`config.mk`:
```
export PLATFORM = sky130hd
export DESIGN_NAME = hazard_scan
export DESIGN_NICKNAME = d
export VERILOG_FILES = /design/src/rtl/hazard_scan.sv
export SDC_FILE = /design/constraint.sdc
export NUM_CORES = 1
export LEC_CHECK = 0
export BUFFER_PORTS_ARGS = -buffer_cell sky130_fd_sc_hd__buf_2
export CAP_MARGIN = 20
export CORE_AREA = 2 2 263 265
export DETAILED_ROUTE_END_ITERATION = 8
export DIE_AREA = 0 0 265 267
export PLACE_DENSITY = 0.37
export SLEW_MARGIN = 10
export SYNTH_ARGS = -nofsm -noshare
export SYNTH_HDL_FRONTEND = slang
export SYNTH_SLANG_ARGS = --single-unit
```
`constraint.sdc`:
```
create_clock -name clk -period 5.7 [get_ports clk]
set_input_delay 1.14 -clock clk [delete_from_list [all_inputs] [get_ports clk]]
set_output_delay 1.14 -clock clk [all_outputs]
set_load 0.02 [all_outputs]
```
`src/rtl/hazard_scan.sv`:
```
// Time-multiplexed player-versus-object collision monitor with hit persistence counter.
// Optional forbidden-zone loss condition enabled by defining HAZARD_ZONE_EN.
module hazard_scan #(
  parameter int unsigned N_OBJ    = 16,
  parameter int unsigned XW       = 10,
  parameter int unsigned YW       = 9,
  parameter int unsigned PLAYER_W = 34,
  parameter int unsigned PLAYER_H = 36,
  parameter int unsigned HIT_CNT  = 128
`ifdef HAZARD_ZONE_EN
  ,
  parameter int unsigned ZONE_X   = 183,
  parameter int unsigned ZONE_Y   = 114
`endif
) (
  input  logic                     clk,
  input  logic                     rst,
  input  logic                     enable,
  input  logic                     clear,
  input  logic [XW-1:0]            player_x,
  input  logic [YW-1:0]            player_y,
  input  logic [N_OBJ*XW-1:0]      obj_x,
  input  logic [N_OBJ*YW-1:0]      obj_y,
  input  logic [N_OBJ*XW-1:0]      obj_w,
  input  logic [N_OBJ*YW-1:0]      obj_h,
  input  logic [N_OBJ-1:0]         obj_active,
  output logic [N_OBJ-1:0]         hit_mask,
  output logic                     hit_any,
  output logic [$clog2(N_OBJ)-1:0] hit_idx,
  output logic                     scan_done,
  output logic                     over
);

  localparam int unsigned IW = $clog2(N_OBJ);
  localparam int unsigned XE = XW + 1;
  localparam int unsigned YE = YW + 1;
  localparam int unsigned CW = 16;

  typedef enum logic [1:0] {
    ST_IDLE,
    ST_SCAN,
    ST_COMMIT
  } state_t;

  state_t            state_q, state_d;
  logic [IW-1:0]     idx_q, idx_d;
  logic [N_OBJ-1:0]  scratch_q, scratch_d;
  logic [XW-1:0]     px_q, px_d;
  logic [YW-1:0]     py_q, py_d;
  logic [CW-1:0]     cnt_q, cnt_d;
  logic [N_OBJ-1:0]  hit_mask_q, hit_mask_d;
  logic              hit_any_q, hit_any_d;
  logic [IW-1:0]     hit_idx_q, hit_idx_d;
  logic              scan_done_q, scan_done_d;
  logic              over_q, over_d;

  logic [XW-1:0]     cur_x, cur_w;
  logic [YW-1:0]     cur_y, cur_h;
  logic              cur_act;
  logic              hit_c;
  logic [IW-1:0]     first_idx;
  logic [CW-1:0]     cnt_inc;

  // Select the live geometry of the slot under evaluation.
  always_comb begin
    cur_x   = '0;
    cur_y   = '0;
    cur_w   = '0;
    cur_h   = '0;
    cur_act = 1'b0;
    for (int i = 0; i < int'(N_OBJ); i++) begin
      if (idx_q == IW'(i)) begin
        cur_x   = obj_x[i*XW +: XW];
        cur_y   = obj_y[i*YW +: YW];
        cur_w   = obj_w[i*XW +: XW];
        cur_h   = obj_h[i*YW +: YW];
        cur_act = obj_active[i];
      end
    end
  end

  // Strict overlap against the snapshot, one extra bit so sums never wrap.
  logic x_lo_ok, x_hi_ok, y_lo_ok, y_hi_ok;
  always_comb begin
    x_lo_ok = XE'(cur_x) < (XE'(px_q) + XE'(PLAYER_W));
    x_hi_ok = (XE'(cur_x) + XE'(cur_w)) > XE'(px_q);
    y_lo_ok = YE'(cur_y) < (YE'(py_q) + YE'(PLAYER_H));
    y_hi_ok = (YE'(cur_y) + YE'(cur_h)) > YE'(py_q);
    hit_c   = cur_act & x_lo_ok & x_hi_ok & y_lo_ok & y_hi_ok;
  end

  // Lowest set slot of the completed scratch mask.
  always_comb begin
    first_idx = '0;
    for (int i = int'(N_OBJ) - 1; i >= 0; i--) begin
      if (scratch_q[i]) first_idx = IW'(i);
    end
  end

  assign cnt_inc = (cnt_q >= CW'(HIT_CNT)) ? CW'(HIT_CNT) : cnt_q + CW'(1);

  always_comb begin
    state_d     = state_q;
    idx_d       = idx_q;
    scratch_d   = scratch_q;
    px_d        = px_q;
    py_d        = py_q;
    cnt_d       = cnt_q;
    hit_mask_d  = hit_mask_q;
    hit_any_d   = hit_any_q;
    hit_idx_d   = hit_idx_q;
    scan_done_d = 1'b0;
    over_d      = over_q;

    case (state_q)
      ST_IDLE: begin
        if (enable) begin
          state_d   = ST_SCAN;
          px_d      = player_x;
          py_d      = player_y;
          idx_d     = '0;
          scratch_d = '0;
        end
      end

      ST_SCAN: begin
        if (!enable) begin
          // Abort: discard the partial scan and break the hit streak.
          state_d = ST_IDLE;
          cnt_d   = '0;
        end else begin
          scratch_d[idx_q] = hit_c;
          if (idx_q == IW'(N_OBJ - 1)) state_d = ST_COMMIT;
          else                         idx_d   = idx_q + IW'(1);
        end
      end

      ST_COMMIT: begin
        hit_mask_d  = scratch_q;
        hit_any_d   = |scratch_q;
        hit_idx_d   = first_idx;
        scan_done_d = 1'b1;
        cnt_d       = (|scratch_q) ? cnt_inc : '0;
        if (cnt_d == CW'(HIT_CNT)) over_d = 1'b1;
`ifdef HAZARD_ZONE_EN
        if ((32'(px_q) < ZONE_X) && (32'(py_q) < ZONE_Y)) over_d = 1'b1;
`endif
        if (enable) begin
          state_d   = ST_SCAN;
          px_d      = player_x;
          py_d      = player_y;
          idx_d     = '0;
          scratch_d = '0;
        end else begin
          state_d = ST_IDLE;
        end
      end

      default: state_d = ST_IDLE;
    endcase

    // Clear overrides everything, including a commit in the same cycle.
    if (clear) begin
      state_d     = ST_IDLE;
      cnt_d       = '0;
      hit_mask_d  = '0;
      hit_any_d   = 1'b0;
      hit_idx_d   = '0;
      scan_done_d = 1'b0;
      over_d      = 1'b0;
    end
  end

  always_ff @(posedge clk or posedge rst) begin
    if (rst) begin
      state_q     <= ST_IDLE;
      idx_q       <= '0;
      scratch_q   <= '0;
      px_q        <= '0;
      py_q        <= '0;
      cnt_q       <= '0;
      hit_mask_q  <= '0;
      hit_any_q   <= 1'b0;
      hit_idx_q   <= '0;
      scan_done_q <= 1'b0;
      over_q      <= 1'b0;
    end else begin
      state_q     <= state_d;
      idx_q       <= idx_d;
      scratch_q   <= scratch_d;
      px_q        <= px_d;
      py_q        <= py_d;
      cnt_q       <= cnt_d;
      hit_mask_q  <= hit_mask_d;
      hit_any_q   <= hit_any_d;
      hit_idx_q   <= hit_idx_d;
      scan_done_q <= scan_done_d;
      over_q      <= over_d;
    end
  end

  assign hit_mask  = hit_mask_q;
  assign hit_any   = hit_any_q;
  assign hit_idx   = hit_idx_q;
  assign scan_done = scan_done_q;
  assign over      = over_q;

endmodule
```
==> results of run 1 <==
what timing repair did:
item,CTS,global route
gates cloned,1,4
endpoints found under the setup margin,16,16
resized for setup,97,87
pin swaps,26,67
setup buffers,8,20
hold buffers,0,0
cells in the final DEF (no fill, tap or decap), types with 7 or more instances in the layout:
| cell | count |
|---|---|
| nor2b_1 | 24 |
| a31oi_1 | 9 |
| and3_1 | 10 |
| and2_1 | 11 |
| buf_12 | 19 |
| o22ai_1 | 37 |
| inv_1 | 37 |
| diode_2 | 21 |
| a22oi_1 | 32 |
| a211oi_1 | 11 |
| nor3_1 | 41 |
| nand2_1 | 153 |
| dfrtp_1 | 77 |
| a221oi_2 | 15 |
| ha_4 | 7 |
| o211ai_1 | 30 |
| buf_2 | 669 |
| o21a_1 | 7 |
| clkbuf_16 | 13 |
| a21oi_2 | 11 |
| o21ai_0 | 108 |
| xnor2_1 | 22 |
| buf_4 | 238 |
| a21oi_1 | 108 |
| buf_6 | 16 |
| o21ai_1 | 27 |
| o221ai_1 | 40 |
| ha_1 | 53 |
| nor4_1 | 8 |
| nor2_4 | 8 |
| o21ai_2 | 12 |
| a221o_1 | 43 |
| o31ai_1 | 13 |
| nand3_1 | 54 |
| a221oi_1 | 64 |
| nor2_1 | 85 |
| nand4_1 | 14 |
| nand2b_1 | 9 |
layer usage:
metal,up-vias,GRT usage [%],routed length (microns)
li1,7319,-,-
met1,8025,31.5,38700
met2,758,45.2,46500
met3,122,3.11,5370
met4,6,6.72,2920
met5,-,0,40
worst max path at each step:
stage | start | end | cells after the start | slack (ns)
finish | idx_q[0] | scratch_q[5] | 28 | 0.17
global route | idx_q[0] | scratch_q[4] | 29 | -0.02
CTS | idx_q[0] | scratch_q[0] | 29 | 0.002
floorplan | idx_q[0] | scratch_q[3] | 27 | 0.20
global placement | obj_h[9] | scratch_q[0] | 22 | -0.65
detailed placement | obj_h[0] | scratch_q[0] | 23 | -0.67
Yosys cell counts, types with 40 or more instances:
master and n:
nand2_1 158, a21oi_1 119, dfrtp_1 80, inv_1 41, o21ai_0 135, o221ai_1 40, clkbuf_1 73, a221o_1 43
nor3_1 49, a221oi_1 81, ha_1 63, nand3_1 57, nor2_1 94
power breakdown:
part | switching, mW | internal [mW]
Sequential | 0.0211 | 0.586
Combinational | 1.05 | 0.978
Clock | 0.269 | 0.349
Total | 1.34 | 1.91
registers in the layout (all words and copies together) (netlist names):
| register | flops |
|---|---|
| cnt_q | 16 |
| hit_mask | 16 |
| scratch_q | 16 |
| px_q | 10 |
| py_q | 9 |
| hit_idx | 4 |
| idx_q | 4 |
| state_q | 2 |
| hit_any | 1 |
| over | 1 |
| scan_done | 1 |
metrics by stage:
step                      hold slack, ns  setup WS [ns]
final                              0.480          0.166
after global routing               0.504        -0.0243
after CTS                          0.482        0.00238
after detailed placement           0.466         -0.669
after global placement             0.466         -0.653
after floorplan                    0.445          0.196
layout make-up:
type / instances / share of cell area [%]
diodes: 21 / 0.295
clock buffers: 10 / 1.34
clock inverters: 4 / 0.309
inverters: 43 / 0.955
multi-input cells: 1191 / 47.0
flip-flops and latches: 80 / 11.3
well taps: 882 / 6.20
repair buffers: 947 / 32.7
kinds of logic (layout without fill, tap and decap cells):
family / count (synthesis) / count (layout)
AO/OA/AOI/OAI: 629 / 629
AND/OR/NAND/NOR: 467 / 467
buffers and inverters: 163 / 1004
flip-flops: 80 / 80
adder cells (fa/ha/maj): 65 / 65
XOR/XNOR: 27 / 27
multiplexers: 3 / 3
other: 0 / 21
critical path: cells and delay by family, from the launching register on:
kind	cells	cell delay, ns
flops	1	0.46
xor+xnor	1	0.10
simple gates	6	0.78
compound gates	9	2.04
fa+ha+maj	3	0.70
buf+inv	9	1.35
==> run_results.csv, run 1 <==
group,metric,value,unit
outcome,status,"completed",
finish,regArea,0.00201,sq mm
synth,syn_area,0.0104,sq mm
finish,fill_cells,7827,
setup_path,end_kind,"flop",
synth,synth_largest_area_cell,"dfrtp_1",
synth,synth_xor_area_share,2.27,%
finish,final_nets,2984,
setup_path,arrival,5.81,ns
grt,grt_pass1_wl,126,mm
sta,min_period,5.53,ns
clock_tree,tritoncts,"done",
grt,first_global_vias,16600,
sta,worst_pin_slew,0.972,ns
synth,async_reset_ff_share,100,%
synth,synth.top_cell.area_share,19.2,%
placement,dp_hpwl,80.1,mm
floorplan,ioPinCount,670,
finish,postLayoutCellArea,0.0178,sq mm
floorplan,rows,96,
synth,synth_edf_count,0,
synth,yosysWarningCount,0,
sta,hold_violations,0,
worst_hold_path,min_path_type,"flop to flop",
setup_path,worstSetupStartpointType,"flop",
sta,maxSlewHeadroom,35.1,%
sta,fin_setup_tns,0,ns
power_and_ir_drop,irDropWorstVdd,0.000192,V
setup_path,crit_fanout,11,
route,wl,93.5,mm
clock_tree,cts_max_level,3,
clock_tree,clockBufferDepth,2,
route,viasPerCell,5.11,
synth,synth_compound_area_share,41.6,%
setup_path,ff2ff_setup_slack,0.17,ns
synth,synth_fa_ha_area_share,7.94,%
clock_tree,cts_root_buf,"clkbuf_16",
clock_tree,clk_pin_slew_worst_paths,0.07,ns
flow_run,max-cap-violations,0,
finish,final_cells,3178,
clock_tree,clkSinkCount,80,
synth,synth_seq_cells,80,
worst_hold_path,hold_depth,1,
placement,gp_congestion,0.938,
floorplan,die_w,265,microns
synth,synthMuxAreaShare,0.408,%
clock_tree,cts_buffers,9,
synth,syn_nets,2146,
synth,synth.area.top_cells,"dfrtp_1 (19%), ha_1 (7.6%), a221oi_1 (6.8%)",
synth,synth_simple_gate_area_share,21.5,%
route,wl_per_cell,29.4,microns
synth,synth_top_family_by_area,"compound AO/OA/AOI/OAI gates",
sta,setup_viol,0,
clock_tree,worstSkewPairLatency,0.36,ns
route,drc,0,
setup_path,critPathKind,"flop to flop",
setup_path,cpPeakStageDelay,0.46,ns
floorplan,die_h,267,microns
grt,grt_max_degree,46,
setup_path,reg2reg_from,"idx_q[0]",
placement,place_area,0.0164,sq mm
finish,final_util,26.2,%
synth,syn_area_per_cell,7.28,sq um
worst_hold_path,hold_start,"cnt_q[6]",
synth,ys.flop_type,"dfrtp_1",
setup_path,crit_required,5.97,ns
finish,multiInputGateArea,0.00836,sq mm
synth,synth.distinct_cells,77,
route,drtPass1Iterations,6,
grt,antenna_found_initial,40,
sta,clock_skew,0.0137,ns
route,routed-via-count,16200,
sta,fmax,181,MHz
setup_path,crit_path_top_delay_cell,"dfrtp_2",
route,drt-initial-drc-count,1384,
route,postRouteAntennaNets,0,
sta,finalCritPeriodShare,97.1,%
placement,place_inst,3113,
synth,synth_cells,1434,
sta,rsz0062_at_grt,"yes",
power_and_ir_drop,p_leak,8.22,nW
setup_path,reg2reg_to,"scratch_q[5]",
floorplan,dieArea,0.0708,sq mm
setup_path,reg2regPathDepth,28,
grt,grt_usage,25.1,%
synth,synth-seq-area-share,19.2,%
setup_path,crit_path_frequent_cell,"buf_4",
sta,maxSlewViolCount,0,
floorplan,coreArea,0.0680,sq mm
placement,io_buffers,669,
finish,area_growth,70.7,%
grt,grt_overflow_total,0,
floorplan,start_util,15.3,%
power_and_ir_drop,cellPowerDensity,183,mW/mm^2
power_and_ir_drop,power,3.25,mW
worst_hold_path,hold-path-endpoint,"cnt_q[6]",
finish,drive_gt1_share,47.9,%
Power figures use the tool's default switching activity.
==> run 2, diff against run 1 <==
- PLACE_DENSITY: 0.37 -> 0.34
==> run 2 against run 1 <==
  * Clock skew grew 0.0013 ns
  * Sequential cell count is the same
  * Critical path depth shrank 3
  * Sequential power is essentially flat
  * Largest power group unchanged
  * Highest routed layer unchanged
==> run_results.csv, run 2 (same netlist as run 1, synthesis figures left out) <==
group,metric,value,unit
flow_run,max-cap-violations,0,
sta,hold_violations,0,
sta,maxSlewHeadroom,35.1,%
setup_path,reg2reg_from,"idx_q[1]",
power_and_ir_drop,cellPowerDensity,184,mW/mm^2
finish,final_util,25.9,%
finish,final_common_cell,"buf_2",
setup_path,crit_path_frequent_cell,"buf_4",
setup_path,critPathTopFamily,"compound AO/OA/AOI/OAI gates",
power_and_ir_drop,p_seq_share,18.8,%
sta,finalCritPeriodShare,96.6,%
floorplan,die_h,267,microns
clock_tree,clkSinkCount,80,
floorplan,die_w,265,microns
setup_path,critical_path_buf_inv_count,8,
power_and_ir_drop,swShare,41.1,%
grt,grt_overflow_total,0,
floorplan,dieArea,0.0708,sq mm
power_and_ir_drop,irDropWorstVdd,0.000143,V
sta,worst_pin_slew,0.964,ns
power_and_ir_drop,internal_power,1.91,mW
floorplan,coreArea,0.0680,sq mm
grt,grt_max_degree,52,
sta,maxSlewViolCount,0,
route,wl_per_cell,29.5,microns
finish,area_growth,68.5,%
outcome,status,"completed",
finish,drive_gt1_share,47.2,%
setup_path,arrival,5.79,ns
power_and_ir_drop,combPwrFrac,61.4,%
setup_path,end_kind,"flop",
route,drt-initial-drc-count,1254,
clock_tree,clockBufferDepth,2,
sta,clock_skew,0.0150,ns
sta,fmax,182,MHz
grt,antenna_found_initial,54,
setup_path,cpPeakStageDelay,0.63,ns
placement,io_buffers,669,
route,drc,0,
floorplan,ioPinCount,670,
route,routed-via-count,16200,
power_and_ir_drop,p_leak,8.11,nW
power_and_ir_drop,p_clk_share,19.9,%
finish,final_nets,2984,
placement,gp_congestion,0.962,
setup_path,critPathKind,"flop to flop",
sta,min_period,5.50,ns
floorplan,rows,96,
sta,rsz0062_at_grt,"yes",
finish,final_cell_mix,"buf_2 (669), buf_4 (248), nand2_1 (154)",
floorplan,start_util,15.3,%
grt,grt_pass1_wl,127,mm
route,postRouteAntennaNets,0,
clock_tree,clk_pin_slew_worst_paths,0.07,ns
clock_tree,tritoncts,"done",
worst_hold_path,hold_start,"cnt_q[6]",
placement,place_inst,3125,
grt,first_global_vias,16600,
setup_path,worstSetupStartpointType,"flop",
setup_path,critPathLaunch,"idx_q[1]",
route,wl,93.9,mm
power_and_ir_drop,total_switching_power,1.33,mW
finish,fill_cells,7759,
setup_path,crit_fanout,8,
clock_tree,cts_buffers,9,
clock_tree,cts_root_buf,"clkbuf_16",
placement,dp_hpwl,81.4,mm
sta,setup_viol,0,
route,drtPass1Iterations,5,
grt,grt_usage,25.5,%
finish,final_cells,3181,
setup_path,crit_required,5.98,ns
setup_path,crit_path_top_delay_cell,"a2111oi_1",
clock_tree,cts_max_level,3,
clock_tree,worstSkewPairLatency,0.35,ns
route,viasPerCell,5.10,
worst_hold_path,min_path_type,"flop to flop",
## run 2: worst paths after layout
| check | to | slack, ns | cells after the start |
|---|---|---|---|
| min reg2reg | cnt_q[6] | 0.48 | 1 |
| min | cnt_q[6] | 0.48 | 1 |
| max in group asynchronous | idx_q[0] | 3.68 | 3 |
| max | scratch_q[0] | 0.20 | 25 |
| max reg2reg | scratch_q[0] | 0.20 | 25 |
| min in group asynchronous | cnt_q[4] | 0.97 | 2 |
## run 2: cell type report
type                    count  area (sq um)  area share, %
flip-flops and latches     80          2000           11.4
well taps                 882          1100           6.28
repair buffers            946          5720           32.5
clock inverters             6          76.3          0.434
diodes                     22          55.1          0.313
clock buffers              10           239           1.36
inverters                  43           166          0.946
multi-input cells        1192          8220           46.7
## run 2: through the flow
stage | TNS [ns] | instance area (sq um) | hold WS, ns | power [mW] | setup WS (ns)
4_1_cts | 0 | 17200 | 0.482 | 3.20 | 0.00298
6_report | 0 | 17600 | 0.482 | 3.24 | 0.195
3_3_place_gp | -16.12 | 16600 | 0.467 | 2.42 | -1.02
3_5_place_dp | -13.68 | 16600 | 0.466 | 2.42 | -0.888
2_1_floorplan | 0 | 10400 | 0.445 | 1.48 | 0.196
5_1_grt | -1.75 | 17600 | 0.501 | 3.46 | -0.125
## run 2: repair_timing
action / in CTS / in global routing
cloned: 2 / 0
endpoints found under the hold margin: 0 / 0
hold buffers: 0 / 0
pin swaps: 31 / 51
resized for setup: 67 / 68
setup buffers: 7 / 9
endpoints found under the setup margin: 16 / 16
## run 2: metal layers
| metal | vias to the layer above | global-route usage [%] | share of wire (%) |
|---|---|---|---|
| li1 | 7321 | - | - |
| met1 | 7938 | 31.6 | 41 |
| met2 | 779 | 45.2 | 49 |
| met5 | - | 0 | 0.099 |
| met3 | 164 | 3.90 | 6.3 |
| met4 | 16 | 7.51 | 3.6 |
## run 2: power by group through the flow
stage                     combinational (mW)  sequential (mW)  clock [mW]
after CTS                               1.94            0.606       0.657
after floorplan                        0.876            0.608           0
after global placement                  1.80            0.617           0
after detailed placement                1.80            0.617           0
final                                   1.99            0.607       0.642
after global routing                    2.17            0.610       0.677
==> run 3, diff against run 2 <==
- CORE_AREA: 2 2 263 265 -> 3 3 256 258
- DIE_AREA: 0 0 265 267 -> 0 0 259 261
- PLACE_DENSITY: 0.34 -> 0.35
==> run 3 against run 2 <==
  * The run now ends with negative setup slack left
  * Critical path depth is 1 higher
  * Non-clock buffer count decreased by 8
  * Die area down 4.5%
  * Clock skew is 0.0013 ns lower
  * Register-to-register slack lost 0.23 ns
  * Combinational power about the same
  * Clock-buffer cell count shrank 1
  * Critical path type unchanged
==> run_results.csv, run 3 (same netlist as run 1, synthesis figures left out) <==
group,metric,value,unit
outcome,status,"complete, but fails checks",
outcome,violations,"negative setup slack",
finish,final_cell_mix,"buf_2 (669), buf_4 (236), nand2_1 (157)",
sta,hold-worst-slack,0.488,ns
placement,io_buffers,669,
floorplan,start_util,16.5,%
clock_tree,worstSkewPairLatency,0.35,ns
setup_path,crit_required,5.97,ns
route,postRouteAntennaNets,0,
grt,grt_pass1_wl,125,mm
setup_path,reg2reg_to,"scratch_q[11]",
sta,min_period,5.74,ns
sta,maxSlewViolCount,0,
grt,first_global_vias,16600,
setup_path,worstSetupStartpointType,"flop",
finish,final_nets,2975,
setup_path,critPathTopFamily,"compound AO/OA/AOI/OAI gates",
grt,use_met2,45.5,%
grt,antenna_found_initial,22,
sta,setup_viol,16,
finish,final_cells,3129,
finish,final_common_cell,"buf_2",
setup_path,crit_path_top_delay_cell,"dfrtp_2",
route,routed-via-count,16200,
sta,fmax,174,MHz
flow_run,max-cap-violations,0,
sta,clock_skew,0.0137,ns
floorplan,coreArea,0.0632,sq mm
setup_path,reg2regPathDepth,26,
sta,fin_setup_tns,-0.377,ns
sta,worst_pin_slew,0.946,ns
route,drc,0,
grt,met1_usage,33.6,%
floorplan,die_h,261,microns
setup_path,ff2ff_setup_slack,-0.04,ns
finish,final_util,27.7,%
setup_path,crit_path_frequent_cell,"buf_4",
grt,grt_overflow_total,0,
clock_tree,clk_pin_slew_worst_paths,0.07,ns
finish,area_growth,67.5,%
setup_path,reg2reg_from,"idx_q[2]",
floorplan,die_w,259,microns
placement,dp_hpwl,80.1,mm
sta,finalCritPeriodShare,101,%
sta,maxSlewHeadroom,36.8,%
worst_hold_path,hold_depth,1,
route,viasPerCell,5.16,
floorplan,ioPinCount,670,
worst_hold_path,min_path_type,"flop to flop",
placement,gp_congestion,0.940,
clock_tree,cts_max_level,3,
placement,place_inst,3075,
clock_tree,tritoncts,"done",
placement,place_area,0.0164,sq mm
finish,postLayoutCellArea,0.0175,sq mm
route,wl_per_cell,29.5,microns
sta,hold_violations,0,
clock_tree,clkSinkCount,80,
clock_tree,clockBufferDepth,2,
sta,rsz0062_at_grt,"yes",
setup_path,cpPeakStageDelay,0.46,ns
grt,use_met3,3.58,%
floorplan,dieArea,0.0676,sq mm
worst_hold_path,hold_start,"cnt_q[10]",
sta,setup_slack,-0.0367,ns
power_and_ir_drop,p_leak,8.06,nW
route,drt-initial-drc-count,1210,
grt,grt.busiest_layer,"met2",
grt,grt_max_degree,53,
clock_tree,cts_root_buf,"clkbuf_16",
power_and_ir_drop,irDropWorstVdd,0.000135,V
finish,fill_cells,7157,
setup_path,arrival,6.01,ns
clock_tree,cts_buffers,9,
setup_path,critical_path_buf_inv_count,6,
route,drtPass1Iterations,5,
setup_path,crit_fanout,11,
power_and_ir_drop,cellPowerDensity,187,mW/mm^2
route,wl,92.4,mm
setup_path,end_kind,"flop",
floorplan,rows,92,
setup_path,critPathKind,"flop to flop",
finish,drive_gt1_share,46.4,%
grt,grt_usage,25.9,%
worst_hold_path,hold-path-endpoint,"cnt_q[10]",
run 3: report_power, final:
group	switching, mW	internal [mW]
registers	0.0212	0.585
logic	1.03	0.968
clock network	0.270	0.385
run 3: metal layers:
metal | vias to the layer above | wire length, microns
met2 | 764 | 45400
met4 | 4 | 2090
met1 | 7981 | 39400
met5 | - | 27
met3 | 104 | 5460
li1 | 7299 | -
run 3: how the worst max path moves through the flow:
stage,from,to,cells past startpoint
3_5_place_dp,obj_w[0],scratch_q[5],23
4_1_cts,idx_q[0],scratch_q[15],32
5_1_grt,idx_q[0],scratch_q[0],28
6_report,idx_q[2],scratch_q[11],26
3_3_place_gp,obj_w[10],scratch_q[10],23
2_1_floorplan,idx_q[0],scratch_q[3],27
run 3: worst reg2reg max path, delay by kind of cell, from the launching register on:
kind	cells	cell delay, ns
adders and majority gates	2	0.65
AOI/OAI and AO/OA	11	2.23
DFF	1	0.46
xor gates and xnor gates	1	0.17
buffers and inverters	6	1.00
and+or+nand+nor	6	1.17
run 3: stage by stage:
step                total power, mW  worst slack, ns
finish                         3.26          -0.0367
global route                   3.49           -0.369
CTS                            3.24         0.000681
detailed placement             2.42           -0.908
global placement               2.42           -0.942
floorplan                      1.48            0.196
run 3: area by class of cell:
class / instances / area [sq um] / area share (%)
inverters: 43 / 166 / 0.952
repair buffers: 938 / 5740 / 32.9
multi-input cells: 1191 / 8150 / 46.6
diodes: 16 / 40.0 / 0.229
well taps: 846 / 1060 / 6.06
clock buffers: 9 / 225 / 1.29
clock inverters: 6 / 93.8 / 0.537
flip-flops and latches: 80 / 2000 / 11.5
run 3: timing repair:
item	in CTS	in global routing
resized for setup	83	31
endpoints found under the setup margin	16	16
pin swaps	41	42
gates cloned	1	0
buffers inserted	17	5
hold buffers	0	0
